<file path="src/rtl/synth_pkg.sv">
// ============================================================================
// Module   : synth_pkg
// Brief    : Shared synth register-file widths, scope encodings and SPI
//            writer state type.
// Revision : 1.0 - initial release
// ============================================================================
`default_nettype none

package synth_pkg;

    localparam int REG_NUMBER_WIDTH = 16;
    localparam int REG_VALUE_WIDTH  = 8;

    // Top two bits of a register number select the addressed scope.
    localparam logic [1:0] SCOPE_VOICE_OPERATOR = 2'b11;
    localparam logic [1:0] SCOPE_VOICE          = 2'b10;

    typedef enum logic [0:0] {
        ST_IDLE  = 1'b0,
        ST_SHIFT = 1'b1
    } spi_state_t;

endpackage

`default_nettype wire

</file>
<file path="src/rtl/synchronizer.sv">
// ============================================================================
// Module   : synchronizer
// Brief    : Multi-flop synchronizer for one asynchronous input bit.
// Revision : 1.0 - initial release
// ============================================================================
`default_nettype none

module synchronizer #(
    parameter int   STAGES      = 2,
    parameter logic RESET_VALUE = 1'b0
) (
    input  logic i_Clock,
    input  logic i_Reset,
    input  logic i_Async,
    output logic o_Sync
);

    logic [STAGES-1:0] stages_q;

    always_ff @(posedge i_Clock) begin
        if (i_Reset) begin
            stages_q <= {STAGES{RESET_VALUE}};
        end else begin
            stages_q <= {stages_q[STAGES-2:0], i_Async};
        end
    end

    assign o_Sync = stages_q[STAGES-1];

endmodule

`default_nettype wire

</file>
<file path="src/rtl/spi_register_writer.sv">
// ============================================================================
// Module   : spi_register_writer
// Brief    : SPI mode-0 slave turning 24-bit frames into register write strobes.
// Revision : 1.0 - initial release
// ============================================================================
`default_nettype none

module spi_register_writer
    import synth_pkg::*;
#(
    parameter int SYNC_STAGES = 2,
    parameter int FRAME_BITS  = 24
) (
    input  logic                        i_Clock,
    input  logic                        i_Reset,
    input  logic                        i_SPI_SCK,
    input  logic                        i_SPI_CS_N,
    input  logic                        i_SPI_MOSI,
    output logic                        o_RegisterWriteEnable,
    output logic [REG_NUMBER_WIDTH-1:0] o_RegisterWriteNumber,
    output logic [REG_VALUE_WIDTH-1:0]  o_RegisterWriteValue,
    output logic                        o_FrameError
);

    localparam logic [4:0] c_FULL = 5'(FRAME_BITS);
    localparam logic [4:0] c_LAST = 5'(FRAME_BITS - 1);

    generate
        if (SYNC_STAGES < 2) begin : g_bad_sync_stages
            $error("SYNC_STAGES must be at least 2");
        end
        if (FRAME_BITS != REG_NUMBER_WIDTH + REG_VALUE_WIDTH) begin : g_bad_frame_bits
            $error("FRAME_BITS must equal register number plus value width");
        end
    endgenerate

    logic w_sck;
    logic w_cs_n;
    logic w_mosi;

    synchronizer #(.STAGES(SYNC_STAGES), .RESET_VALUE(1'b0)) u_sync_sck (
        .i_Clock(i_Clock), .i_Reset(i_Reset), .i_Async(i_SPI_SCK),  .o_Sync(w_sck)
    );
    synchronizer #(.STAGES(SYNC_STAGES), .RESET_VALUE(1'b1)) u_sync_cs_n (
        .i_Clock(i_Clock), .i_Reset(i_Reset), .i_Async(i_SPI_CS_N), .o_Sync(w_cs_n)
    );
    synchronizer #(.STAGES(SYNC_STAGES), .RESET_VALUE(1'b0)) u_sync_mosi (
        .i_Clock(i_Clock), .i_Reset(i_Reset), .i_Async(i_SPI_MOSI), .o_Sync(w_mosi)
    );

    spi_state_t                 state_q;
    spi_state_t                 state_d;
    logic                       sck_prev_q;
    logic [4:0]                 count_q;
    logic [FRAME_BITS-1:0]      shift_q;
    logic                       we_q;
    logic [REG_NUMBER_WIDTH-1:0] number_q;
    logic [REG_VALUE_WIDTH-1:0]  value_q;
    logic                       err_q;
    logic [SYNC_STAGES-1:0]     settle_q;
    logic                       armed_q;
    logic                       w_sck_rise;
    logic                       w_shift_en;
    logic                       w_abort;

    assign w_sck_rise = w_sck & ~sck_prev_q;

    always_ff @(posedge i_Clock) begin
        if (i_Reset) begin
            state_q <= ST_IDLE;
        end else begin
            state_q <= state_d;
        end
    end

    // Shifting only starts once CS has been seen high after reset, so a
    // frame interrupted by reset is never resumed mid-way.
    always_comb begin
        state_d = state_q;
        case (state_q)
            ST_IDLE:  if (armed_q && !w_cs_n) state_d = ST_SHIFT;
            ST_SHIFT: if (w_cs_n)             state_d = ST_IDLE;
            default:                          state_d = ST_IDLE;
        endcase
    end

    // A final edge coinciding with CS release still completes the frame.
    always_comb begin
        w_shift_en = 1'b0;
        w_abort    = 1'b0;
        if (state_q == ST_SHIFT) begin
            w_shift_en = w_sck_rise && (!w_cs_n || count_q == c_LAST);
            w_abort    = w_cs_n && !w_shift_en && count_q != 5'd0 && count_q != c_FULL;
        end
    end

    always_ff @(posedge i_Clock) begin
        if (i_Reset) begin
            sck_prev_q <= 1'b0;
            count_q    <= 5'd0;
            shift_q    <= '0;
            we_q       <= 1'b0;
            number_q   <= '0;
            value_q    <= '0;
            err_q      <= 1'b0;
            settle_q   <= '0;
            armed_q    <= 1'b0;
        end else begin
            sck_prev_q <= w_sck;
            we_q       <= 1'b0;
            err_q      <= 1'b0;
            settle_q   <= {settle_q[SYNC_STAGES-2:0], 1'b1};
            if (settle_q[SYNC_STAGES-1] && w_cs_n) begin
                armed_q <= 1'b1;
            end
            if (count_q == c_FULL) begin
                we_q     <= 1'b1;
                number_q <= shift_q[FRAME_BITS-1:REG_VALUE_WIDTH];
                value_q  <= shift_q[REG_VALUE_WIDTH-1:0];
                count_q  <= 5'd0;
            end else if (w_shift_en) begin
                shift_q <= {shift_q[FRAME_BITS-2:0], w_mosi};
                count_q <= count_q + 5'd1;
            end else if (w_abort) begin
                err_q   <= 1'b1;
                count_q <= 5'd0;
            end
        end
    end

    assign o_RegisterWriteEnable = we_q;
    assign o_RegisterWriteNumber = number_q;
    assign o_RegisterWriteValue  = value_q;
    assign o_FrameError          = err_q;

endmodule

`default_nettype wire

</file>
<file path="config.mk">
export PLATFORM = sky130hd
export DESIGN_NAME = spi_register_writer
export DESIGN_NICKNAME = d
export VERILOG_FILES = /design/src/rtl/synth_pkg.sv /design/src/rtl/synchronizer.sv /design/src/rtl/spi_register_writer.sv
export SDC_FILE = /design/constraint.sdc
export NUM_CORES = 1
export LEC_CHECK = 0
export ABC_AREA = 1
export CAP_MARGIN = 25
export CORE_ASPECT_RATIO = 1.2
export CORE_MARGIN = 8
export CORE_UTILIZATION = 59
export CTS_CLUSTER_DIAMETER = 80
export CTS_CLUSTER_SIZE = 8
export DETAILED_ROUTE_END_ITERATION = 6
export PLACE_DENSITY = 0.84
export SLEW_MARGIN = 20
export SYNTH_ARGS = -nofsm -noshare
export SYNTH_HDL_FRONTEND = slang
export SYNTH_SLANG_ARGS = --single-unit
</file>
<file path="constraint.sdc">
create_clock -name i_Clock -period 2.8 [get_ports i_Clock]
set_input_delay 0.42 -clock i_Clock [delete_from_list [all_inputs] [get_ports i_Clock]]
set_output_delay 0.42 -clock i_Clock [all_outputs]
set_load 0.005 [all_outputs]
</file>
# Word level (Yosys, flattened, before mapping)
# Cells that the tools add are included.
dict set report totals {
  out_inout_bits 26
  ff_bits 66
  elab_cells 46
  input_bits 5
}
dict set report classes {
  eq_ne 3
  reduce_logical 14
  bitwise_logic 4
  n_mux 10
  addsub 1
}
# operator count
set op_table {}
lappend op_table {{5-bit equality test (second input constant)} 2}
lappend op_table {{5-bit 2-to-1 mux} 2}
lappend op_table {{1-bit 2-to-1 mux} 7}
lappend op_table {{1-bit logical AND} 6}
lappend op_table {{5-bit by 1-bit adder with 5-bit output (second input constant)} 1}
lappend op_table {{5-bit inequality test (second input constant)} 1}
lappend op_table {{5-bit nonzero test} 1}
lappend op_table {{1-bit NOT} 3}
lappend op_table {{3-bit OR reduction} 1}
lappend op_table {{1-bit zero test} 2}
lappend op_table {{1-bit case mux with 2 select lines} 1}
lappend op_table {{2-bit AND reduction} 1}
lappend op_table {{2-bit nonzero test} 1}
lappend op_table {{2-bit OR reduction} 1}
lappend op_table {{1-bit bitwise AND} 1}
lappend op_table {{1-bit logical OR} 1}

# Longest topological paths before layout
# Gate-level depths: netlist of run 1.
dict set report depth {
  ltp_word 10
  ltp_mapped 10
  ltp_nobuf 9
}

# Cells and area by module
# Synthesis of run 1 repeated with hierarchy kept, for this count alone.
dict set report unflattened {
  cells_unflattened 325
  area_unflattened_um2 2549.9
}
# module area_each_um2 cells_per_inst n_inst seq_area_each_um2
set by_module_without_submodules {}
lappend by_module_without_submodules {spi_register_writer 2381.0 306 1 1201.2}
lappend by_module_without_submodules {{synchronizer (u_sync_mosi ...)} 55.1 6 2 40.0}
lappend by_module_without_submodules {{synchronizer (u_sync_cs_n)} 58.8 7 1 40.0}

# Worst setup path after synthesis of run 1
# No wires, ideal clock.
dict set report synth_timing {
  kind {flip-flop to flip-flop}
  startpoint {reg count_q[1]}
  endpoint {reg shift_q[10]}
  period_less_slack_ps 1410
  stages_incl_launch_ff 11
  path_buffers 2
  path_slack_ps 1390
  t_required_ps 2688
  arrival_time_ps 1298
  cell_sequence {dfxtp_1 ha_1 nand2_1 inv_2 nand2_2 nand2_4 nand4_4 buf_6 buf_6 nor2_2 nor2_1}
}
dict set report synth_via {
  elab_chain_cells 5
}
# item line
set synth_rtl {}
lappend synth_rtl {{start: declaration} spi_register_writer.sv:54} ;# logic [4:0] count_q;
lappend synth_rtl {{start signal: assignment} spi_register_writer.sv:123} ;# count_q <= count_q + 5'd1;
lappend synth_rtl {{5-bit equality test} spi_register_writer.sv:92} ;# w_shift_en = w_sck_rise && (!w_cs_n || count_q == c_LAST);
lappend synth_rtl {{1-bit logical OR} spi_register_writer.sv:92}
lappend synth_rtl {{1-bit logical AND} spi_register_writer.sv:92}
lappend synth_rtl {{1-bit 2-to-1 mux} spi_register_writer.sv:91} ;# if (state_q == ST_SHIFT) begin
lappend synth_rtl {{2-bit AND reduction (no source line) *} -}
lappend synth_rtl {{end signal: assignment} spi_register_writer.sv:122} ;# shift_q <= {shift_q[FRAME_BITS-2:0], w_mosi};
lappend synth_rtl {{end: declaration} spi_register_writer.sv:55} ;# logic [FRAME_BITS-1:0] shift_q;
# Mark *: on every way between the ends. The rest lies on a longest branch, timed or not.
# A chain may end at the register's enable or synchronous reset.

# Worst setup path after layout of run 1
dict set report layout_timing {
  startpoint {reg count_q[0]}
  endpoint {reg shift_q[0]}
}
# The elaborated chain is that of the path after synthesis.

==> flow_summary.html, run 1 <==
<table>
<tr><th>Metric</th><th>Value</th></tr>
<tr><th colspan="2">Timing</th></tr>
<tr><td>Final worst-path setup slack</td><td>944 ps</td></tr>
<tr><td>RSZ-0062 raised after global routing</td><td>false</td></tr>
<tr><td>Final-report max-slew violation count</td><td>0</td></tr>
<tr><td>Setup skew after layout</td><td>4.52 ps</td></tr>
<tr><td>Setup-violating endpoint count in the final report</td><td>0</td></tr>
<tr><td>Period utilisation layout</td><td>0.663</td></tr>
<tr><td>Headroom to the max-slew limit</td><td>0.629</td></tr>
<tr><td>Fin crit period</td><td>1860 ps</td></tr>
<tr><td>Max Freq</td><td>539 MHz</td></tr>
<tr><td>Setup TNS</td><td>0 ps</td></tr>
<tr><td>Count of endpoints failing hold in the final timing report</td><td>0</td></tr>
<tr><td>Transition time at the pin with the least slew margin</td><td>557 ps</td></tr>
<tr><th colspan="2">Global route</th></tr>
<tr><td>Tot GR Track Use</td><td>0.158</td></tr>
<tr><td>First-pass GRT wire length</td><td>8.66 mm</td></tr>
<tr><td>Remaining global-route overflow</td><td>0</td></tr>
<tr><td>Maximum number of pins on one net before global-route repair</td><td>49</td></tr>
<tr><td>Number of antenna violations at the first check in global routing</td><td>0</td></tr>
<tr><td>Via count of the first global-routing pass</td><td>2,079</td></tr>
<tr><th colspan="2">Pwr</th></tr>
<tr><td>Total power per unit cell area</td><td>558 nW/um^2</td></tr>
<tr><td>Static Leakage</td><td>1.38 nW</td></tr>
<tr><td>Power, Total</td><td>0.00170 W</td></tr>
<tr><td>Max rail drop VDD</td><td>392 uV</td></tr>
<tr><th colspan="2">Worst setup path</th></tr>
<tr><td>Endpoint of the worst-slack reg-to-reg timing path</td><td>shift_q[0]$_SDFFE_PP0P_</td></tr>
<tr><td>Worst-case reg-to-reg path depth</td><td>8</td></tr>
<tr><td>R2R setup slack</td><td>940 ps</td></tr>
<tr><td>Required time worst endpoint</td><td>3030 ps</td></tr>
<tr><td>Max FO, Critical Path</td><td>48</td></tr>
<tr><td>Worst setup path endpoint</td><td>shift_q[0]$_SDFFE_PP0P_</td></tr>
<tr><td>Launching element of the worst setup path</td><td>count_q[0]$_SDFFE_PP0P_</td></tr>
<tr><td>Library cell appearing most often on the critical path</td><td>sky130_fd_sc_hd__nand2_1</td></tr>
<tr><td>Kind of start point of the critical path</td><td>flip-flop</td></tr>
<tr><td>Crit path largest cell delay</td><td>480 ps</td></tr>
<tr><td>Slowest cell on the critical path</td><td>sky130_fd_sc_hd__buf_4</td></tr>
<tr><td>Arrival time at the worst endpoint</td><td>2080 ps</td></tr>
<tr><td>RR Startpoint</td><td>count_q[0]$_SDFFE_PP0P_</td></tr>
<tr><td>Crit-path cells</td><td>inv_1, ha_1, nand4_2, nand4_4, buf_4, nand2_1, nand2_1, nor2_1</td></tr>
<tr><td>Critical Setup Path Class</td><td>flip-flop to flip-flop</td></tr>
<tr><td>Critical path capture point type</td><td>flip-flop</td></tr>
<tr><th colspan="2">Logic synthesis</th></tr>
<tr><td>Syn_nets</td><td>330</td></tr>
<tr><td>Part of the Yosys area used for sequential elements</td><td>0.511</td></tr>
<tr><td>Gate count after technology mapping</td><td>323</td></tr>
<tr><td>Post-synthesis instance area</td><td>2580 sq um</td></tr>
<tr><td>Yosys warnings</td><td>0</td></tr>
<tr><td>Number of distinct library cells after synthesis</td><td>26</td></tr>
<tr><td>Synth Area per Inst</td><td>8.00 sq um</td></tr>
<tr><td>#FFs+latches synth</td><td>66</td></tr>
<tr><th colspan="2">Finish</th></tr>
<tr><td>Layout cells sized above 1</td><td>0.174</td></tr>
<tr><td>Final-stage net count</td><td>358</td></tr>
<tr><td>Post-route cell area</td><td>3050 sq um</td></tr>
<tr><td>Filler cell count in the final layout</td><td>335</td></tr>
<tr><td>Synth-to-Final Area Change</td><td>18.0%</td></tr>
<tr><td>Number of diodes added for antenna fixing</td><td>0</td></tr>
<tr><td>Sequential cell area</td><td>1320 sq um</td></tr>
<tr><td>Final design utilization</td><td>0.721</td></tr>
<tr><td>Total area of multi-input combinational cells</td><td>987 sq um</td></tr>
<tr><th colspan="2">Detailed routing</th></tr>
<tr><td>Via count normalized by instance count</td><td>4.85</td></tr>
<tr><td>Count of nets left with antenna violations after detail routing</td><td>0</td></tr>
<tr><td>WL per Instance</td><td>11.5 um</td></tr>
<tr><td>Total DRC errors in the routed layout</td><td>0</td></tr>
<tr><td>Starting DRC count in detailed routing</td><td>165</td></tr>
<tr><td>Count of TritonRoute iterations in the first routing pass</td><td>4</td></tr>
<tr><td>Via Count</td><td>1,999</td></tr>
<tr><td>Wirelength, routed</td><td>4.74 mm</td></tr>
<tr><th colspan="2">Floorplanning</th></tr>
<tr><td>Die Outline Area</td><td>6760 sq um</td></tr>
<tr><td>Number of standard-cell rows in the floorplan</td><td>26</td></tr>
<tr><td>Count of pins on the block boundary</td><td>31</td></tr>
<tr><td>DIE HEIGHT</td><td>88.5 um</td></tr>
<tr><td>Placeable Area</td><td>4230 sq um</td></tr>
<tr><td>DIE WIDTH</td><td>76.4 um</td></tr>
<tr><td>Initial cell density of the core</td><td>0.611</td></tr>
<tr><th colspan="2">Clock tree</th></tr>
<tr><td>Number of cells upsized or downsized after cts</td><td>0</td></tr>
<tr><td>Clk_lat worst skew</td><td>330 ps</td></tr>
<tr><td>Clock Path Buffers</td><td>2</td></tr>
<tr><td>Number of clock sinks</td><td>66</td></tr>
<tr><td>Root cell of the clock tree</td><td>sky130_fd_sc_hd__clkbuf_8</td></tr>
<tr><td>TritonCTS clock tree</td><td>built</td></tr>
<tr><td>H-tree level count</td><td>3</td></tr>
<tr><td>Count of hold buffers inserted by post-cts repair</td><td>0</td></tr>
<tr><td>Clock-pin slew reported for the worst setup and hold paths after clock tree synthesis</td><td>70 ps</td></tr>
<tr><td>Number of CTS-inserted buffers</td><td>9</td></tr>
<tr><td>Number of buffers inserted by post-CTS setup repair</td><td>0</td></tr>
<tr><th colspan="2">Outcome</th></tr>
<tr><td>Status</td><td>completed</td></tr>
<tr><th colspan="2">Placement</th></tr>
<tr><td>Placed standard-cell area</td><td>2870 sq um</td></tr>
<tr><td>Number of I/O port buffers</td><td>30</td></tr>
<tr><td>Routability cong.</td><td>0.835</td></tr>
<tr><td>Total half-perimeter wirelength after legalization and detailed placement</td><td>3.12 mm</td></tr>
<tr><td>Setup WS pre-CTS</td><td>767 ps</td></tr>
<tr><th colspan="2">Run</th></tr>
<tr><td>Total of max-cap violations</td><td>0</td></tr>
<tr><th colspan="2">Worst hold path</th></tr>
<tr><td>Path type of the worst min-delay path</td><td>flip-flop to flip-flop</td></tr>
</table>
## power by group
part / switching [W] / internal (W)
Sequential: 0.00000318 / 0.000946
Combinational: 0.0000213 / 0.0000107
Clock: 0.000329 / 0.000392
Total: 0.000353 / 0.00135
## state kept, by name (all words and copies together) (netlist names)
name,cells
shift_q,24
o_RegisterWriteNumber,16
o_RegisterWriteValue,8
count_q,5
settle_q,2
u_sync_cs_n.stages_q,2
u_sync_mosi.stages_q,2
u_sync_sck.stages_q,2
armed_q,1
o_FrameError,1
o_RegisterWriteEnable,1
sck_prev_q,1
state_q,1
## cells in the final DEF (no fill, tap or decap), drive strengths merged
| master | instances |
|---|---|
| a211oi | 1 |
| a21oi | 6 |
| buf | 3 |
| clkbuf | 14 |
| clkdlybuf4s50 | 30 |
| clkinv | 3 |
| dfxtp | 66 |
| ha | 2 |
| inv | 40 |
| nand2 | 86 |
| nand3 | 9 |
| nand4 | 7 |
| nor2 | 60 |
| nor3 | 1 |
| o21ai | 25 |
| or2 | 3 |
## logic make-up (layout without fill, tap and decap cells)
group                      count (synthesis)  after routing  synth area share
buffers and inverters                     57             90             0.107
DFF                                       66             66             0.511
and+or+nand+nor                          166            166             0.289
adders and majority gates                  2              2           0.00968
AOI/OAI and AO/OA                         32             32            0.0833
## metrics by stage
stage               cells  hold slack (ps)
finish                412              402
global route          412              413
CTS                   412              406
detailed placement    396              396
global placement      396              390
floorplan             323              388
## metal layers
| metal | GRT usage | wire, um | vias up |
|---|---|---|---|
| li1 | - | - | 1038 |
| met1 | 0.154 | 2030 | 911 |
| met2 | 0.292 | 2400 | 38 |
| met3 | 0.0589 | 216 | 12 |
| met4 | 0.0753 | 87 | 0 |
| met5 | 0 | 0 | - |
## area by class of cell
type                       instances  share of cell area
clock buffer                      14              0.0566
tap                               56              0.0230
clock inverter                     2             0.00328
timing repair buffer              33               0.110
inverter                          41              0.0505
sequential                        66               0.433
multi-input combinational        200               0.324
## worst max-delay path: cells and delay by family (launching register included)
family	cells	cell delay, ps
adder cells (fa/ha/maj)	1	200
buffers and inverters	2	590
flip-flops	1	340
AND/OR/NAND/NOR	5	600
## synth_stat cells
cell type                  instances  area (sq um)
sky130_fd_sc_hd__a211oi_1          1          7.51
sky130_fd_sc_hd__a21oi_1           6          30.0
sky130_fd_sc_hd__buf_2             5          25.0
sky130_fd_sc_hd__buf_4             1          7.51
sky130_fd_sc_hd__buf_6             7          78.8
sky130_fd_sc_hd__clkbuf_1          3          11.3
sky130_fd_sc_hd__clkinv_1          1          3.75
sky130_fd_sc_hd__dfxtp_1          66          1320
sky130_fd_sc_hd__ha_1              2          25.0
sky130_fd_sc_hd__inv_1            37           139
sky130_fd_sc_hd__inv_2             3          11.3
sky130_fd_sc_hd__nand2_1          84           315
sky130_fd_sc_hd__nand2_2           1          6.26
sky130_fd_sc_hd__nand2_4           1          11.3
sky130_fd_sc_hd__nand3_1           9          45.0
sky130_fd_sc_hd__nand4_1           5          31.3
sky130_fd_sc_hd__nand4_2           1          12.5
sky130_fd_sc_hd__nand4_4           1          21.3
sky130_fd_sc_hd__nor2_1           38           143
sky130_fd_sc_hd__nor2_2           22           138
sky130_fd_sc_hd__nor3_1            1          5.00
sky130_fd_sc_hd__o21ai_0           6          30.0
sky130_fd_sc_hd__o21ai_1           5          25.0
sky130_fd_sc_hd__o21ai_2          14           123
sky130_fd_sc_hd__or2_1             1          6.26
sky130_fd_sc_hd__or2_2             2          12.5
## worst min path at each step
stage                                       startpoint                                 end  slack (ps)  cells past startpoint
global placement     u_sync_sck.stages_q[0]$_SDFF_PP0_   u_sync_sck.stages_q[1]$_SDFF_PP0_         390                      2
floorplan                          settle_q[0]$_DFF_P_              settle_q[1]$_SDFF_PP0_         390                      2
finish                             settle_q[0]$_DFF_P_              settle_q[1]$_SDFF_PP0_         400                      2
CTS                                settle_q[0]$_DFF_P_              settle_q[1]$_SDFF_PP0_         410                      2
detailed placement  u_sync_cs_n.stages_q[0]$_SDFF_PP1_  u_sync_cs_n.stages_q[1]$_SDFF_PP1_         400                      1
global route                       settle_q[0]$_DFF_P_              settle_q[1]$_SDFF_PP0_         410                      2
Power figures use the tool's default switching activity.
==> run 2, diff against run 1 <==
- CORE_UTILIZATION: 59 -> 54
- PLACE_DENSITY: 0.84 -> 0.78
- clock period: 2.8 -> 1.75 ns (I/O delays scaled with it)
==> run 2 against run 1 <==
Sequential cell count did not move; combinational power rose by 89%; clock power rose by 120%; sequential power rose by 60%; register-to-register slack got worse by 780 ps; first-iteration DRC count fell by 33%; die area rose by 7.4%; maximum frequency rose by 17%; core utilization fell by 3.0 points; critical path type unchanged.
==> flow_summary.html, run 2 (synthesis gave the netlist of run 1 again) <==
<table>
<tr><th>Metric</th><th>Value</th></tr>
<tr><th colspan="2">Placement</th></tr>
<tr><td># placed instances</td><td>402</td></tr>
<tr><td>Total half-perimeter wirelength after legalization and detailed placement</td><td>3.11 mm</td></tr>
<tr><td>Routability cong.</td><td>0.818</td></tr>
<tr><td>Number of I/O port buffers</td><td>30</td></tr>
<tr><th colspan="2">Floorplanning</th></tr>
<tr><td>Number of standard-cell rows in the floorplan</td><td>27</td></tr>
<tr><td>DIE HEIGHT</td><td>91.8 um</td></tr>
<tr><td>DIE WIDTH</td><td>79.2 um</td></tr>
<tr><td>Placeable Area</td><td>4590 sq um</td></tr>
<tr><td>Die Outline Area</td><td>7270 sq um</td></tr>
<tr><td>Initial cell density of the core</td><td>0.563</td></tr>
<tr><td>Count of pins on the block boundary</td><td>31</td></tr>
<tr><th colspan="2">Worst hold path</th></tr>
<tr><td>Path type of the worst min-delay path</td><td>flip-flop to flip-flop</td></tr>
<tr><td>Worst hold path stage count</td><td>2</td></tr>
<tr><td>Launch point of the worst hold path</td><td>u_sync_sck.stages_q[0]$_SDFF_PP0_</td></tr>
<tr><td>Destination of the worst hold path</td><td>u_sync_sck.stages_q[1]$_SDFF_PP0_</td></tr>
<tr><th colspan="2">Timing</th></tr>
<tr><td>Transition time at the pin with the least slew margin</td><td>321 ps</td></tr>
<tr><td>Count of endpoints failing hold in the final timing report</td><td>0</td></tr>
<tr><td>Headroom to the max-slew limit</td><td>0.786</td></tr>
<tr><td>Setup skew after layout</td><td>7.96 ps</td></tr>
<tr><td>Period utilisation layout</td><td>0.905</td></tr>
<tr><td>Fin crit period</td><td>1580 ps</td></tr>
<tr><td>Max Freq</td><td>631 MHz</td></tr>
<tr><td>Setup-violating endpoint count in the final report</td><td>0</td></tr>
<tr><td>Setup TNS</td><td>0 ps</td></tr>
<tr><td>Final-report max-slew violation count</td><td>0</td></tr>
<tr><td>Worst hold slack</td><td>393 ps</td></tr>
<tr><td>RSZ-0062 raised after global routing</td><td>false</td></tr>
<tr><th colspan="2">Finish</th></tr>
<tr><td>Highest-count cells in the layout ignoring fill and taps</td><td>sky130_fd_sc_hd__nand2_1 (84), sky130_fd_sc_hd__dfxtp_1 (66), sky130_fd_sc_hd__nor2_1 (38)</td></tr>
<tr><td>Most common cell after layout, fill and taps aside</td><td>sky130_fd_sc_hd__nand2_1</td></tr>
<tr><td>Number of flip-flops under the largest register name</td><td>24</td></tr>
<tr><td>Layout cells sized above 1</td><td>0.186</td></tr>
<tr><td>Synth-to-Final Area Change</td><td>22.9%</td></tr>
<tr><td>Final-stage net count</td><td>362</td></tr>
<tr><td>Register name with the most flops</td><td>shift_q</td></tr>
<tr><td>Final Instance Count excl. Fillers</td><td>418</td></tr>
<tr><td>Number of diodes added for antenna fixing</td><td>0</td></tr>
<tr><th colspan="2">Global route</th></tr>
<tr><td>Number of antenna violations at the first check in global routing</td><td>0</td></tr>
<tr><td>Remaining global-route overflow</td><td>0</td></tr>
<tr><td>Maximum number of pins on one net before global-route repair</td><td>34</td></tr>
<tr><td>First-pass GRT wire length</td><td>8.22 mm</td></tr>
<tr><td>Tot GR Track Use</td><td>0.140</td></tr>
<tr><td>Via count of the first global-routing pass</td><td>1,984</td></tr>
<tr><th colspan="2">Worst setup path</th></tr>
<tr><td>RR Startpoint</td><td>count_q[1]$_SDFFE_PP0P_</td></tr>
<tr><td>Crit path largest cell delay</td><td>390 ps</td></tr>
<tr><td>Max FO, Critical Path</td><td>33</td></tr>
<tr><td>R2R setup slack</td><td>170 ps</td></tr>
<tr><td>Crit-path cells</td><td>ha_1, nand2_1, inv_2, nand2_2, nand2_4, nand4_4, buf_12, nand2_1, nand2_1, nor2_1</td></tr>
<tr><td>Family of cells with the greatest summed delay on the critical path</td><td>simple AND/OR/NAND/NOR gates</td></tr>
<tr><td>Critical path capture point type</td><td>flip-flop</td></tr>
<tr><td>Endpoint of the worst-slack reg-to-reg timing path</td><td>shift_q[11]$_SDFFE_PP0P_</td></tr>
<tr><td>Worst-case reg-to-reg path depth</td><td>10</td></tr>
<tr><td>Slowest cell on the critical path</td><td>sky130_fd_sc_hd__dfxtp_1</td></tr>
<tr><td>Required time worst endpoint</td><td>2010 ps</td></tr>
<tr><td>Kind of start point of the critical path</td><td>flip-flop</td></tr>
<tr><td>Worst path bufs/invs</td><td>2</td></tr>
<tr><td>Library cell appearing most often on the critical path</td><td>sky130_fd_sc_hd__nand2_1</td></tr>
<tr><td>Critical Setup Path Class</td><td>flip-flop to flip-flop</td></tr>
<tr><td>Arrival time at the worst endpoint</td><td>1840 ps</td></tr>
<tr><th colspan="2">Run</th></tr>
<tr><td>Total of max-cap violations</td><td>0</td></tr>
<tr><th colspan="2">Detailed routing</th></tr>
<tr><td>Count of nets left with antenna violations after detail routing</td><td>0</td></tr>
<tr><td>Via count normalized by instance count</td><td>4.72</td></tr>
<tr><td>WL per Instance</td><td>11.2 um</td></tr>
<tr><td>Amount of wire on met2 after detailed routing</td><td>2.33 mm</td></tr>
<tr><td>Met1 WL</td><td>1.99 mm</td></tr>
<tr><td>Count of TritonRoute iterations in the first routing pass</td><td>4</td></tr>
<tr><td>Met3 wire len</td><td>232 um</td></tr>
<tr><td>Wirelength, routed</td><td>4.66 mm</td></tr>
<tr><td>Via Count</td><td>1,972</td></tr>
<tr><td>Total DRC errors in the routed layout</td><td>0</td></tr>
<tr><td>Starting DRC count in detailed routing</td><td>110</td></tr>
<tr><td>Top routing layer in use</td><td>met4</td></tr>
<tr><th colspan="2">Pwr</th></tr>
<tr><td>Static Leakage</td><td>1.44 nW</td></tr>
<tr><td>Max rail drop VDD</td><td>675 uV</td></tr>
<tr><td>Total power per unit cell area</td><td>995 nW/um^2</td></tr>
<tr><td>Power, Total</td><td>0.00316 W</td></tr>
<tr><th colspan="2">Clock tree</th></tr>
<tr><td>Number of cells upsized or downsized after cts</td><td>0</td></tr>
<tr><td>Number of clock sinks</td><td>66</td></tr>
<tr><td>Clock-pin slew reported for the worst setup and hold paths after clock tree synthesis</td><td>70 ps</td></tr>
<tr><td>Number of CTS-inserted buffers</td><td>9</td></tr>
<tr><td>Number of buffers inserted by post-CTS setup repair</td><td>0</td></tr>
<tr><td>Clock Path Buffers</td><td>2</td></tr>
<tr><td>Count of hold buffers inserted by post-cts repair</td><td>0</td></tr>
<tr><td>Clk_lat worst skew</td><td>340 ps</td></tr>
<tr><td>Root cell of the clock tree</td><td>sky130_fd_sc_hd__clkbuf_8</td></tr>
<tr><td>TritonCTS clock tree</td><td>built</td></tr>
<tr><td>H-tree level count</td><td>3</td></tr>
<tr><th colspan="2">Outcome</th></tr>
<tr><td>Status</td><td>completed</td></tr>
</table>
[run 2: changes by cell type in the layout (fill, tap and decap cells not counted), sizes merged]
cell,delta
bufinv,+3
clkinvlp,+1
clkbuf,-2
buf,+4
clkinv,-2
[run 2: routing by layer]
metal,global-route usage,vias to the layer above
met5,0,-
met4,0.0836,0
met3,0.0410,12
met2,0.242,39
met1,0.145,881
li1,-,1040
[run 2: worst max path at each step]
stage,end,depth (start not counted),slack [ps],startpoint
after floorplan,shift_q[10]$_SDFFE_PP0P_,10,340,count_q[1]$_SDFFE_PP0P_
after global placement,o_RegisterWriteValue[7]$_SDFFE_PP0P_,5,250,i_Reset
after detailed placement,o_RegisterWriteNumber[13]$_SDFFE_PP0P_,5,180,i_Reset
after CTS,shift_q[13]$_SDFFE_PP0P_,10,180,count_q[1]$_SDFFE_PP0P_
after global routing,shift_q[13]$_SDFFE_PP0P_,10,40,count_q[1]$_SDFFE_PP0P_
final,shift_q[11]$_SDFFE_PP0P_,10,170,count_q[1]$_SDFFE_PP0P_
[run 2: power breakdown]
part	internal (W)	switching, W
Clock	0.00103	0.000559
Combinational	0.0000245	0.0000359
Sequential	0.00151	0.00000496
[run 2: layout make-up]
class	count	area (sq um)
clock buffers	12	155
clock inverters	4	97.6
fillers	372	1420
inverters	41	154
multi-input cells	200	987
flip-flops and latches	66	1320
well taps	58	72.6
repair buffers	37	390
[run 2: worst min-delay path, delay by kind of cell, from the launching register on]
family	cells	cell delay (ps)
flops	1	300
buf+inv	1	40
simple gates	1	30
[run 2: stage by stage]
stage	area (sq um)	utilization	worst slack, ps
2_1_floorplan	2580	-	340
3_3_place_gp	2930	0.637	246
3_5_place_dp	2930	0.637	183
4_1_cts	3180	0.692	185
5_1_grt	3180	0.692	36.9
6_report	3180	0.692	166
==> run 3, diff against run 2 <==
- CORE_UTILIZATION: 54 -> 60
- DONT_BUFFER_PORTS: default -> 1
- PLACE_DENSITY: 0.78 -> 0.76
==> run 3 against run 2 <==
Clock skew fell by 1.2 ps; routed wire length fell by 2.1%; total power shrank 6.3%; critical path depth unchanged; first-iteration DRC count is 8.2% lower; combinational power shrank 16%; global-route usage increased by 0.93 points; design area down 11%; die area decreased by 8.2%; core utilization is 1.9 points lower; non-clock buffer count decreased by 31; sequential power barely moved; critical path type unchanged; highest routed layer unchanged.
==> flow_summary.html, run 3 (synthesis gave the netlist of run 1 again) <==
<table>
<tr><th>Metric</th><th>Value</th></tr>
<tr><th colspan="2">Clock tree</th></tr>
<tr><td>Number of buffers inserted by post-CTS setup repair</td><td>0</td></tr>
<tr><td>Number of cells upsized or downsized after cts</td><td>0</td></tr>
<tr><td>Clk_lat worst skew</td><td>330 ps</td></tr>
<tr><td>TritonCTS clock tree</td><td>built</td></tr>
<tr><td>Root cell of the clock tree</td><td>sky130_fd_sc_hd__clkbuf_8</td></tr>
<tr><td>Number of clock sinks</td><td>66</td></tr>
<tr><td>Clock-pin slew reported for the worst setup and hold paths after clock tree synthesis</td><td>60 ps</td></tr>
<tr><td>Clock Path Buffers</td><td>2</td></tr>
<tr><td>H-tree level count</td><td>3</td></tr>
<tr><td>Number of CTS-inserted buffers</td><td>9</td></tr>
<tr><th colspan="2">Worst hold path</th></tr>
<tr><td>Worst hold path stage count</td><td>2</td></tr>
<tr><td>Path type of the worst min-delay path</td><td>input port to flip-flop</td></tr>
<tr><th colspan="2">Worst setup path</th></tr>
<tr><td>Cell depth of the worst setup path</td><td>10</td></tr>
<tr><td>Max FO, Critical Path</td><td>48</td></tr>
<tr><td>Arrival time at the worst endpoint</td><td>1850 ps</td></tr>
<tr><td>Crit path largest cell delay</td><td>400 ps</td></tr>
<tr><td>Slowest cell on the critical path</td><td>sky130_fd_sc_hd__dfxtp_1</td></tr>
<tr><td>Critical Setup Path Class</td><td>flip-flop to flip-flop</td></tr>
<tr><td>Kind of start point of the critical path</td><td>flip-flop</td></tr>
<tr><td>Crit-path cells</td><td>ha_1, nand2_1, inv_2, nand2_2, nand2_4, nand4_4, buf_12, nand2_1, nand2_1, nor2_1</td></tr>
<tr><td>Worst path bufs/invs</td><td>2</td></tr>
<tr><td>Critical path capture point type</td><td>flip-flop</td></tr>
<tr><td>Worst-case reg-to-reg path depth</td><td>10</td></tr>
<tr><td>Family of cells with the greatest summed delay on the critical path</td><td>simple AND/OR/NAND/NOR gates</td></tr>
<tr><td>Library cell appearing most often on the critical path</td><td>sky130_fd_sc_hd__nand2_1</td></tr>
<tr><td>Required time worst endpoint</td><td>2010 ps</td></tr>
<tr><th colspan="2">Timing</th></tr>
<tr><td>Transition time at the pin with the least slew margin</td><td>333 ps</td></tr>
<tr><td>Max Freq</td><td>628 MHz</td></tr>
<tr><td>RSZ-0062 raised after global routing</td><td>false</td></tr>
<tr><td>Setup TNS</td><td>0 ps</td></tr>
<tr><td>Period utilisation layout</td><td>0.909</td></tr>
<tr><td>Setup skew after layout</td><td>6.72 ps</td></tr>
<tr><td>Final worst-path setup slack</td><td>159 ps</td></tr>
<tr><td>Fin crit period</td><td>1590 ps</td></tr>
<tr><td>Setup-violating endpoint count in the final report</td><td>0</td></tr>
<tr><td>Final-report max-slew violation count</td><td>0</td></tr>
<tr><td>Count of endpoints failing hold in the final timing report</td><td>0</td></tr>
<tr><td>Headroom to the max-slew limit</td><td>0.778</td></tr>
<tr><th colspan="2">Detailed routing</th></tr>
<tr><td>Count of nets left with antenna violations after detail routing</td><td>0</td></tr>
<tr><td>Count of TritonRoute iterations in the first routing pass</td><td>4</td></tr>
<tr><td>Total DRC errors in the routed layout</td><td>0</td></tr>
<tr><td>WL per Instance</td><td>11.9 um</td></tr>
<tr><td>Via Count</td><td>1,838</td></tr>
<tr><td>Via count normalized by instance count</td><td>4.79</td></tr>
<tr><td>Wirelength, routed</td><td>4.56 mm</td></tr>
<tr><td>Starting DRC count in detailed routing</td><td>101</td></tr>
<tr><th colspan="2">Finish</th></tr>
<tr><td>Post-route cell area</td><td>2820 sq um</td></tr>
<tr><td>Total area of multi-input combinational cells</td><td>987 sq um</td></tr>
<tr><td>Synth-to-Final Area Change</td><td>9.24%</td></tr>
<tr><td>Layout cells sized above 1</td><td>0.192</td></tr>
<tr><td>Number of flip-flops under the largest register name</td><td>24</td></tr>
<tr><td>Register name with the most flops</td><td>shift_q</td></tr>
<tr><td>Final-stage net count</td><td>331</td></tr>
<tr><td>Sequential cell area</td><td>1320 sq um</td></tr>
<tr><td>Most common cell after layout, fill and taps aside</td><td>sky130_fd_sc_hd__nand2_1</td></tr>
<tr><td>Number of diodes added for antenna fixing</td><td>0</td></tr>
<tr><td>Highest-count cells in the layout ignoring fill and taps</td><td>sky130_fd_sc_hd__nand2_1 (84), sky130_fd_sc_hd__dfxtp_1 (66), sky130_fd_sc_hd__nor2_1 (38)</td></tr>
<tr><td>Filler cell count in the final layout</td><td>346</td></tr>
<tr><th colspan="2">Pwr</th></tr>
<tr><td>Static Leakage</td><td>1.31 nW</td></tr>
<tr><td>Sequential group share of total power</td><td>0.512</td></tr>
<tr><td>Fraction of power consumed by combinational cells</td><td>0.017</td></tr>
<tr><td>Total power per unit cell area</td><td>1050 nW/um^2</td></tr>
<tr><td>Max rail drop VDD</td><td>711 uV</td></tr>
<tr><td>Cell internal pwr</td><td>0.00240 W</td></tr>
<tr><td>Relative contribution of the clock network to total power</td><td>0.470</td></tr>
<tr><td>Switching share of power</td><td>0.189</td></tr>
<tr><td>Total net switching power</td><td>0.000560 W</td></tr>
<tr><th colspan="2">Floorplanning</th></tr>
<tr><td>Die Outline Area</td><td>6670 sq um</td></tr>
<tr><td>Initial cell density of the core</td><td>0.616</td></tr>
<tr><td>DIE HEIGHT</td><td>87.9 um</td></tr>
<tr><td>Number of standard-cell rows in the floorplan</td><td>26</td></tr>
<tr><td>Count of pins on the block boundary</td><td>31</td></tr>
<tr><td>Placeable Area</td><td>4200 sq um</td></tr>
<tr><td>DIE WIDTH</td><td>75.9 um</td></tr>
<tr><th colspan="2">Global route</th></tr>
<tr><td>Tot GR Track Use</td><td>0.149</td></tr>
<tr><td>Number of antenna violations at the first check in global routing</td><td>0</td></tr>
<tr><td>Maximum number of pins on one net before global-route repair</td><td>49</td></tr>
<tr><td>Via count of the first global-routing pass</td><td>1,793</td></tr>
<tr><td>Remaining global-route overflow</td><td>0</td></tr>
<tr><td>First-pass GRT wire length</td><td>7.89 mm</td></tr>
<tr><th colspan="2">Placement</th></tr>
<tr><td>Placed standard-cell area</td><td>2590 sq um</td></tr>
<tr><td>Number of I/O port buffers</td><td>0</td></tr>
<tr><td>Total half-perimeter wirelength after legalization and detailed placement</td><td>3.13 mm</td></tr>
<tr><td>Setup WS pre-CTS</td><td>190 ps</td></tr>
<tr><td>Routability cong.</td><td>0.856</td></tr>
<tr><th colspan="2">Run</th></tr>
<tr><td>Total of max-cap violations</td><td>0</td></tr>
<tr><th colspan="2">Outcome</th></tr>
<tr><td>Status</td><td>completed</td></tr>
</table>
-- run 3: cell count changes in the layout (fill, tap and decap cells not counted) --
cell                              before  now
sky130_fd_sc_hd__buf_4                 4    3
sky130_fd_sc_hd__dlygate4sd3_1         0    1
sky130_fd_sc_hd__clkinvlp_4            1    0
sky130_fd_sc_hd__buf_12                3    2
sky130_fd_sc_hd__clkdlybuf4s50_1      30    0
sky130_fd_sc_hd__bufinv_16             3    2
sky130_fd_sc_hd__clkbuf_1              1    2
-- run 3: worst register-to-register path, stage by stage, from the launching register on --
cell and delay (ps):
sky130_fd_sc_hd__dfxtp_1 400, sky130_fd_sc_hd__ha_1 220, sky130_fd_sc_hd__nand2_1 90, sky130_fd_sc_hd__inv_2 80, sky130_fd_sc_hd__nand2_2 60, sky130_fd_sc_hd__nand2_4 100
sky130_fd_sc_hd__nand4_4 90, sky130_fd_sc_hd__buf_12 210, sky130_fd_sc_hd__nand2_1 100, sky130_fd_sc_hd__nand2_1 40, sky130_fd_sc_hd__nor2_1 120
-- run 3: cell type report --
cell class | count | share of cell area
sequential | 66 | 0.468
multi-input combinational | 200 | 0.350
clock buffer | 13 | 0.0563
inverter | 41 | 0.0545
timing repair buffer | 6 | 0.0257
tap | 56 | 0.0248
clock inverter | 2 | 0.0213
-- run 3: final timing paths --
check,start,end,slack [ps]
max,count_q[1]$_SDFFE_PP0P_,shift_q[10]$_SDFFE_PP0P_,160
min,i_SPI_SCK,u_sync_sck.stages_q[0]$_SDFF_PP0_,40
max reg2reg,count_q[1]$_SDFFE_PP0P_,shift_q[10]$_SDFFE_PP0P_,160
min reg2reg,u_sync_mosi.stages_q[0]$_SDFF_PP0_,u_sync_mosi.stages_q[1]$_SDFF_PP0_,400
-- run 3: per-stage QoR --
step / total power, W / hold slack (ps) / std cells / util
final: 0.00296 / 36.5 / 384 / 0.673
after global routing: 0.00307 / 25.7 / 384 / 0.673
after CTS: 0.00300 / 17.8 / 384 / 0.673
after detailed placement: 0.00160 / 338 / 368 / 0.618
after global placement: 0.00160 / 335 / 368 / 0.618
after floorplan: 0.00159 / 366 / 323 / -
-- run 3: power by group through the flow --
stage	combinational [W]	sequential, W	clock [W]
final	0.0000509	0.00152	0.00139
after global routing	0.0000579	0.00152	0.00150
after CTS	0.0000520	0.00152	0.00143
after detailed placement	0.0000476	0.00155	0
after global placement	0.0000464	0.00155	0
after floorplan	0.0000348	0.00155	0
-- run 3: per-layer routing --
layer / GRT usage / routed length [um] / up-vias
li1: - / - / 979
met1: 0.146 / 1900 / 813
met2: 0.255 / 2290 / 37
met3: 0.0606 / 287 / 9
met4: 0.105 / 90 / 0
met5: 0 / 0 / -
-- run 3: what timing repair did --
action / 4_1_cts / 5_1_grt
hold buffers: 1 / 0
endpoints found under the setup margin: 0 / 0
endpoints found under the hold margin: 8 / 0
